File: config.mk
export PLATFORM = sky130hd
export DESIGN_NAME = voice_bus_capture
export DESIGN_NICKNAME = d
export VERILOG_FILES = /design/src/rtl/voice_bus_capture.sv
export SDC_FILE = /design/constraint.sdc
export NUM_CORES = 1
export LEC_CHECK = 0
export CAP_MARGIN = 10
export CORE_MARGIN = 2
export CORE_UTILIZATION = 30
export DETAILED_ROUTE_END_ITERATION = 10
export PLACE_DENSITY_LB_ADDON = 0.12
export SLEW_MARGIN = 40
export SYNTH_ARGS = -nofsm -noshare
export SYNTH_HDL_FRONTEND = slang
export SYNTH_SLANG_ARGS = --single-unit
File: constraint.sdc
create_clock -name clk12m -period 1.57 [get_ports clk12m]
set_input_delay 0.157 -clock clk12m [delete_from_list [all_inputs] [get_ports clk12m]]
set_output_delay 0.157 -clock clk12m [all_outputs]
set_load 0.05 [all_outputs]
File: src/rtl/voice_bus_capture.sv
// Bus front end of the voice core: resynchronises the cartridge header, glitch-filters WR
// and turns each qualified write into one command word on a valid/ready handshake.
module voice_bus_capture #(
    parameter int   SYNC_STAGES = 2,
    parameter int   FILTER_LEN  = 4,
    parameter int   SETTLE      = 2,
    parameter logic CS_ACTIVE   = 1'b1
) (
    input  logic       clk12m,
    input  logic       res_n_i,
    input  logic       cart_wr_n_i,
    input  logic       cart_cs_i,
    input  logic [7:0] cart_addr_i,
    input  logic       cart_d5_i,
    input  logic       voice_ldq_i,
    output logic       cmd_valid_o,
    input  logic       cmd_ready_i,
    output logic [7:0] cmd_addr_o,
    output logic       cmd_d5_o,
    output logic       cart_ldq_o,
    output logic       overrun_o,
    input  logic       overrun_clr_i
);

    localparam int CNT_MAX = (FILTER_LEN > SETTLE) ? FILTER_LEN : SETTLE;
    localparam int CNT_W   = $clog2(CNT_MAX + 1);
    localparam logic [CNT_W-1:0] FILT_LAST   = CNT_W'(FILTER_LEN);
    localparam logic [CNT_W-1:0] WAIT_LAST   = CNT_W'(FILTER_LEN - 1);
    localparam logic [CNT_W-1:0] SETTLE_LAST = CNT_W'((SETTLE > 0) ? SETTLE - 1 : 0);

    typedef enum logic [2:0] {
        S_IDLE,
        S_LOW_FILT,
        S_SETTLE,
        S_CAPTURE,
        S_WAIT_HIGH
    } state_t;

    logic [SYNC_STAGES-1:0]      wrSync_q;
    logic [SYNC_STAGES-1:0]      csSync_q;
    logic [SYNC_STAGES-1:0]      d5Sync_q;
    logic [SYNC_STAGES-1:0][7:0] addrSync_q;

    state_t            state_q, state_d;
    logic [CNT_W-1:0]  count_q, count_d;
    logic              valid_q, valid_d;
    logic [7:0]        addr_q, addr_d;
    logic              d5_q, d5_d;
    logic              overrun_q, overrun_d;
    logic              ldq_q;
    logic              issue;

    logic       wrS, csS, d5S;
    logic [7:0] addrS;

    assign wrS   = wrSync_q[SYNC_STAGES-1];
    assign csS   = csSync_q[SYNC_STAGES-1];
    assign d5S   = d5Sync_q[SYNC_STAGES-1];
    assign addrS = addrSync_q[SYNC_STAGES-1];

    // WR strobe qualifier: filter the low level, let the bus settle, capture once,
    // then insist on a clean high level before arming for the next strobe.
    always_comb begin
        state_d = state_q;
        count_d = count_q;
        issue   = 1'b0;
        case (state_q)
            S_IDLE: begin
                if (!wrS) begin
                    state_d = S_LOW_FILT;
                    count_d = CNT_W'(1);
                end
            end
            S_LOW_FILT: begin
                if (wrS) begin
                    state_d = S_IDLE;
                    count_d = '0;
                end else if (count_q == FILT_LAST) begin
                    state_d = (SETTLE == 0) ? S_CAPTURE : S_SETTLE;
                    count_d = '0;
                end else begin
                    count_d = count_q + 1'b1;
                end
            end
            S_SETTLE: begin
                if (wrS) begin
                    state_d = S_IDLE;
                    count_d = '0;
                end else if (count_q == SETTLE_LAST) begin
                    state_d = S_CAPTURE;
                    count_d = '0;
                end else begin
                    count_d = count_q + 1'b1;
                end
            end
            S_CAPTURE: begin
                issue   = (csS == CS_ACTIVE);
                state_d = S_WAIT_HIGH;
                count_d = '0;
            end
            S_WAIT_HIGH: begin
                if (!wrS) begin
                    count_d = '0;
                end else if (count_q == WAIT_LAST) begin
                    state_d = S_IDLE;
                    count_d = '0;
                end else begin
                    count_d = count_q + 1'b1;
                end
            end
            default: begin
                state_d = S_WAIT_HIGH;
                count_d = '0;
            end
        endcase
    end

    // A new word may replace one leaving this cycle; otherwise it is dropped and flagged.
    always_comb begin
        valid_d   = valid_q;
        addr_d    = addr_q;
        d5_d      = d5_q;
        overrun_d = overrun_q;
        if (valid_q && cmd_ready_i) begin
            valid_d = 1'b0;
        end
        if (overrun_clr_i) begin
            overrun_d = 1'b0;
        end
        if (issue) begin
            if (!valid_q || cmd_ready_i) begin
                valid_d = 1'b1;
                addr_d  = addrS;
                d5_d    = d5S;
            end else begin
                overrun_d = 1'b1;
            end
        end
    end

    always_ff @(posedge clk12m) begin
        if (!res_n_i) begin
            wrSync_q   <= '1;
            csSync_q   <= {SYNC_STAGES{~CS_ACTIVE}};
            d5Sync_q   <= '0;
            addrSync_q <= '0;
            state_q    <= S_WAIT_HIGH;
            count_q    <= '0;
            valid_q    <= 1'b0;
            addr_q     <= '0;
            d5_q       <= 1'b0;
            overrun_q  <= 1'b0;
            ldq_q      <= 1'b0;
        end else begin
            wrSync_q   <= {wrSync_q[SYNC_STAGES-2:0], cart_wr_n_i};
            csSync_q   <= {csSync_q[SYNC_STAGES-2:0], cart_cs_i};
            d5Sync_q   <= {d5Sync_q[SYNC_STAGES-2:0], cart_d5_i};
            addrSync_q <= {addrSync_q[SYNC_STAGES-2:0], cart_addr_i};
            state_q    <= state_d;
            count_q    <= count_d;
            valid_q    <= valid_d;
            addr_q     <= addr_d;
            d5_q       <= d5_d;
            overrun_q  <= overrun_d;
            ldq_q      <= voice_ldq_i;
        end
    end

    assign cmd_valid_o = valid_q;
    assign cmd_addr_o  = addr_q;
    assign cmd_d5_o    = d5_q;
    assign overrun_o   = overrun_q;
    assign cart_ldq_o  = ldq_q;

endmodule

Word level (Yosys, flattened, before mapping)
Cells that the tools add are included.
Storage, ports and cells
  register bits: 40
  bits in latches: 0
  memory bits (writable): 0
  ROM bits: 0
  input bits: 16
  output and inout bits: 12
  logic and storage cells: 53
  memories kept: 0
Operators by class
  add/sub/neg operators: 1
  multipliers: 0
  div/mod/pow operators: 0
  magnitude comparators: 0
  eq/ne operators: 12
  shifts and indexed selects: 0
  muxes and demuxes: 22
  bitwise logic cells: 0
  reductions and logical operators: 6
Operators by type and width (count)
  2-to-1 mux 3 bit: 13
  one-hot mux 3 bit (4 select lines): 2
  == test 3 x 2 -> 1 bit, second input constant: 3
  2-to-1 mux 1 bit: 7
  == test 3 x 1 -> 1 bit, second input constant: 2
  == test 3 bit, second input constant: 2
  != test 2 bit, second input constant: 3
  != test 3 bit, second input constant: 2
  AND reduction 5 bit: 1
  adder 3 x 1 -> 3 bit, second input constant: 1
  zero test 3 bit: 1
  AND reduction 2 bit: 1
  logical AND 1 bit: 1
  zero test 1 bit: 1
  logical OR 1 bit: 1

Longest topological paths before layout
  depth after elaboration: 4
  mapped depth: 6
  mapped depth without buffers: 6

Worst setup path after synthesis
Ideal clock, no wire load.
  path kind: flip-flop to flip-flop
  start point: register valid_q (netlist: cmd_valid_o)
  end point: register addr_q[0] (netlist: cmd_addr_o[0])
  setup time: 0.070 ns
  arrival time: 1.335 ns
  required time: 1.500 ns
  setup slack: 0.165 ns
  cell stages (with the launch flop): 4
  buffers on the path: 0
  period minus slack after synthesis: 1.405 ns
  path through: dfxtp_1 nor2b_1 o21ai_0 a21boi_1
Between the ends
  cells in the longest elaborated chain, start to end: 3
RTL lines
  start, declared: RTL line 46  | logic valid_q, valid_d;
  start signal, assigned: RTL line 161  | valid_q <= valid_d;
  zero test 1 bit: RTL line 131  | if (!valid_q || cmd_ready_i) begin
  logical OR 1 bit: RTL line 131
  AND reduction 2 bit (no source line)
  end signal, assigned: RTL line 162  | addr_q <= addr_d;
  end, declared: RTL line 47  | logic [7:0] addr_q, addr_d;
No other way between the ends.
A chain may end at the register's enable or synchronous reset.

Final worst setup path
  start point: register state_q[0]
  end point: register addr_q[5] (netlist: cmd_addr_o[5])
Between the ends
  cells in the longest elaborated chain, start to end: 3
RTL lines
  start, declared: RTL line 44  | state_t state_q, state_d;
  start signal, assigned: RTL line 159  | state_q <= state_d;
  == test 3 x 2 -> 1 bit: RTL line 67  | case (state_q)
  2-to-1 mux 1 bit: RTL line 67
  AND reduction 2 bit (no source line)
No other way between the ends.

==> load_flow_metrics.sql <==
INSERT INTO impl_metrics (metric_group, metric, value, unit) VALUES
('run_status', 'outcome', 'finished, final reports clean', ''),
('clock_tree', 'cts.htree.levels', '2', ''),
('setup_path', 'reg2reg_from', 'state_q[0]', ''),
('setup_path', 'setup.reg_to_reg.worst_slack', '0.22', 'ns'),
('die', 'die_y', '76.03', 'um'),
('place', 'detailedPlace.worstSlack', '0.08783', 'ns'),
('sta', 'finalWorstSetupSlack', '0.2183', 'ns'),
('clock_tree', 'cts_post_setup_buffers_inserted', '0', ''),
('min_path', 'min_path_cells', '1', ''),
('detailed_routing', 'detail_route.iter0.violations', '22', ''),
('yosys', 'summed_instance_area_of_the_synthesized_netlist', '1556', 'um^2'),
('sta', 'maxSlewViolCount', '0', ''),
('sta', 'max_freq', '739.8', 'MHz'),
('sta', 'period_minus_slack', '1.352', 'ns'),
('job', 'cap_violations', '0', ''),
('pwr', 'ir_drop', '0.6496', 'mV'),
('yosys', 'ys_types', '37', ''),
('setup_path', 'worstReg2RegEnd', 'cmd_addr_o[5]', ''),
('layout', 'multi_input_combinational_cell_area', '680.7', 'um^2'),
('clock_tree', 'cts_max_path_buffers', '2', ''),
('sta', 'min_period_over_period', '0.8610', ''),
('layout', 'drive_gt1_frac', '0.1585', ''),
('setup_path', 'worstPathMaxFanout', '11', ''),
('clock_tree', 'clk_latency', '0.28', 'ns'),
('min_path', 'hold_path.startpoint', 'wrSync_q[0]', ''),
('pwr', 'power_switching', '418.0', 'uW'),
('sta', 'final_hold_viol_count', '0', ''),
('detailed_routing', 'route.vias.total', '1100', ''),
('setup_path', 'crit_path_start_kind', 'flip-flop', ''),
('yosys', 'synthFlopType', 'sky130_fd_sc_hd__dfxtp_1', ''),
('clock_tree', 'tritoncts.num_buffers', '5', ''),
('die', 'start_util', '0.3087', ''),
('yosys', 'ys_ff_latch', '40', ''),
('yosys', 'synth_nets', '174', ''),
('pwr', 'power.switching_fraction', '0.2251', ''),
('place', 'gp_congestion', '0.7657', ''),
('sta', 'worst_slew_pin_slew', '0.4910', 'ns'),
('pwr', 'clkPwrFrac', '0.347', ''),
('place', 'hpwl', '2023', 'um'),
('layout', 'antenna-diode-count', '0', ''),
('setup_path', 'setup.worst_path.end_class', 'flip-flop', ''),
('detailed_routing', 'detail_route.drc_violations', '0', ''),
('clock_tree', 'clock_sinks', '40', ''),
('layout', 'final_cell_mix', 'sky130_fd_sc_hd__dfxtp_1 (40), sky130_fd_sc_hd__and2_1 (23), sky130_fd_sc_hd__buf_4 (18)', ''),
('detailed_routing', 'drtAntennaViolNets', '0', ''),
('layout', 'areaGrowthSynthToFinish', '25.80', '%'),
('global_route', 'vias_in_the_first_global_route', '1058', ''),
('layout', 'post_layout_inst_area', '1958', 'um^2'),
('global_route', 'grt_max_degree', '22', ''),
('detailed_routing', 'wirelength', '2915', 'um'),
('yosys', 'yosys_warnings', '0', ''),
('die', 'die_area', '5781', 'um^2'),
('setup_path', 'reg2regPathDepth', '3', ''),
('layout', 'seqCellArea', '800.8', 'um^2'),
('sta', 'worst_hold_slack', '0.4125', 'ns'),
('layout', 'num-nets-final', '204', ''),
('sta', 'fin_worst_skew', '0.005243', 'ns'),
('setup_path', 'worst_ep_arrival_time', '1.57', 'ns'),
('die', 'placement_rows', '26', ''),
('global_route', 'gr-usage-all-layers', '0.1063', ''),
('detailed_routing', 'vias_per_cell', '4.348', ''),
('yosys', 'avgSynthCellArea', '10.17', 'um^2'),
('clock_tree', 'worst_setup_hold_path_clk_slew', '0.08', 'ns'),
('sta', 'headroom_to_the_max_slew_limit', '0.6722', ''),
('sta', 'finalSetupTns', '0', 'ns'),
('setup_path', 'required', '1.79', 'ns'),
('die', 'coreArea', '5042', 'um^2'),
('yosys', 'synth_seq_area_share', '0.5145', ''),
('layout', 'n_fill_cell', '507', ''),
('min_path', 'worstHoldEndpoint', 'wrSync_q[1]', ''),
('layout', 'leading_cell_type_in_the_layout_fill_and_taps_excluded', 'sky130_fd_sc_hd__dfxtp_1', '');
[Yosys cell counts, types with 2 or more instances]
| cell type | n | area [um^2] |
|---|---|---|
| sky130_fd_sc_hd__nand3_1 | 10 | 50.05 |
| sky130_fd_sc_hd__ha_1 | 5 | 62.56 |
| sky130_fd_sc_hd__inv_1 | 6 | 22.52 |
| sky130_fd_sc_hd__nor2b_1 | 2 | 12.51 |
| sky130_fd_sc_hd__clkbuf_1 | 5 | 18.77 |
| sky130_fd_sc_hd__nand2b_1 | 5 | 31.28 |
| sky130_fd_sc_hd__a21boi_1 | 10 | 75.07 |
| sky130_fd_sc_hd__nand2_1 | 5 | 18.77 |
| sky130_fd_sc_hd__o21ai_0 | 3 | 15.01 |
| sky130_fd_sc_hd__dfxtp_1 | 40 | 800.8 |
| sky130_fd_sc_hd__o21ai_1 | 10 | 50.05 |
| sky130_fd_sc_hd__nand4b_1 | 2 | 17.52 |
| sky130_fd_sc_hd__and2_1 | 23 | 143.9 |
| sky130_fd_sc_hd__o21a_1 | 2 | 15.01 |
| sky130_fd_sc_hd__buf_2 | 3 | 15.01 |
[per-stage QoR]
stage	power (mW)	instances
floorplan	1.172	153
global placement	1.234	245
detailed placement	1.239	245
CTS	1.887	252
global route	1.951	253
finish	1.857	253
[registers in the layout, summed over array words and instances, names as in the netlist, 2 cells and up]
signal and flops:
addrS 8, addrSync_q 8, cmd_addr_o 8, count_q 3, csSync_q 2, d5Sync_q 2
state_q 3, wrSync_q 2
[kinds of logic (layout without fill, tap and decap cells)]
kind of cell	count (synthesis)	after routing	share of synthesized area
multiplexers	2	2	0.01447
flip-flops	40	40	0.5145
AND/OR/NAND/NOR	57	57	0.2444
adder cells (fa/ha/maj)	5	5	0.04019
AO/OA/AOI/OAI	33	33	0.1383
buffers and inverters	16	46	0.04823
[worst max-delay path, cell delays in order (launching register included)]
cell and delay (ns):
sky130_fd_sc_hd__dfxtp_1 0.54, sky130_fd_sc_hd__and4b_1 0.48, sky130_fd_sc_hd__nand3_1 0.13, sky130_fd_sc_hd__a21boi_1 0.13
[worst max path at each step]
stage	endpoint	from
2_1_floorplan	cmd_addr_o[0]	cmd_valid_o
3_3_place_gp	state_q[1]	res_n_i
3_5_place_dp	cmd_addr_o[0]	state_q[2]
4_1_cts	cmd_addr_o[0]	state_q[2]
5_1_grt	cmd_addr_o[5]	state_q[2]
6_report	cmd_addr_o[5]	state_q[0]
[layout make-up]
class | instances | share of cell area
Clock buffer | 5 | 0.03514
Clock inverter | 2 | 0.006390
Inverter | 6 | 0.01150
Multi-Input combinational cell | 97 | 0.3476
Sequential cell | 40 | 0.4089
Tap cell | 70 | 0.04473
Timing Repair Buffer | 33 | 0.1457
[routing by layer]
| layer | vias up | global-route usage | part of all wire |
|---|---|---|---|
| met2 | 21 | 0.1723 | 0.46 |
| met4 | 0 | 0.03818 | 0.013 |
| met5 | - | 0 | 0 |
| met1 | 498 | 0.1330 | 0.48 |
| li1 | 577 | - | - |
| met3 | 4 | 0.03436 | 0.044 |
[power by group through the flow]
stage | Sequential, mW | Combinational (mW) | Clock [mW]
after floorplan | 1.09 | 0.0807 | 0
final | 1.07 | 0.142 | 0.644
after CTS | 1.07 | 0.145 | 0.671
after global placement | 1.09 | 0.141 | 0
after global routing | 1.08 | 0.161 | 0.715
after detailed placement | 1.09 | 0.145 | 0
Note: power is estimated with default switching activity, not from simulation.
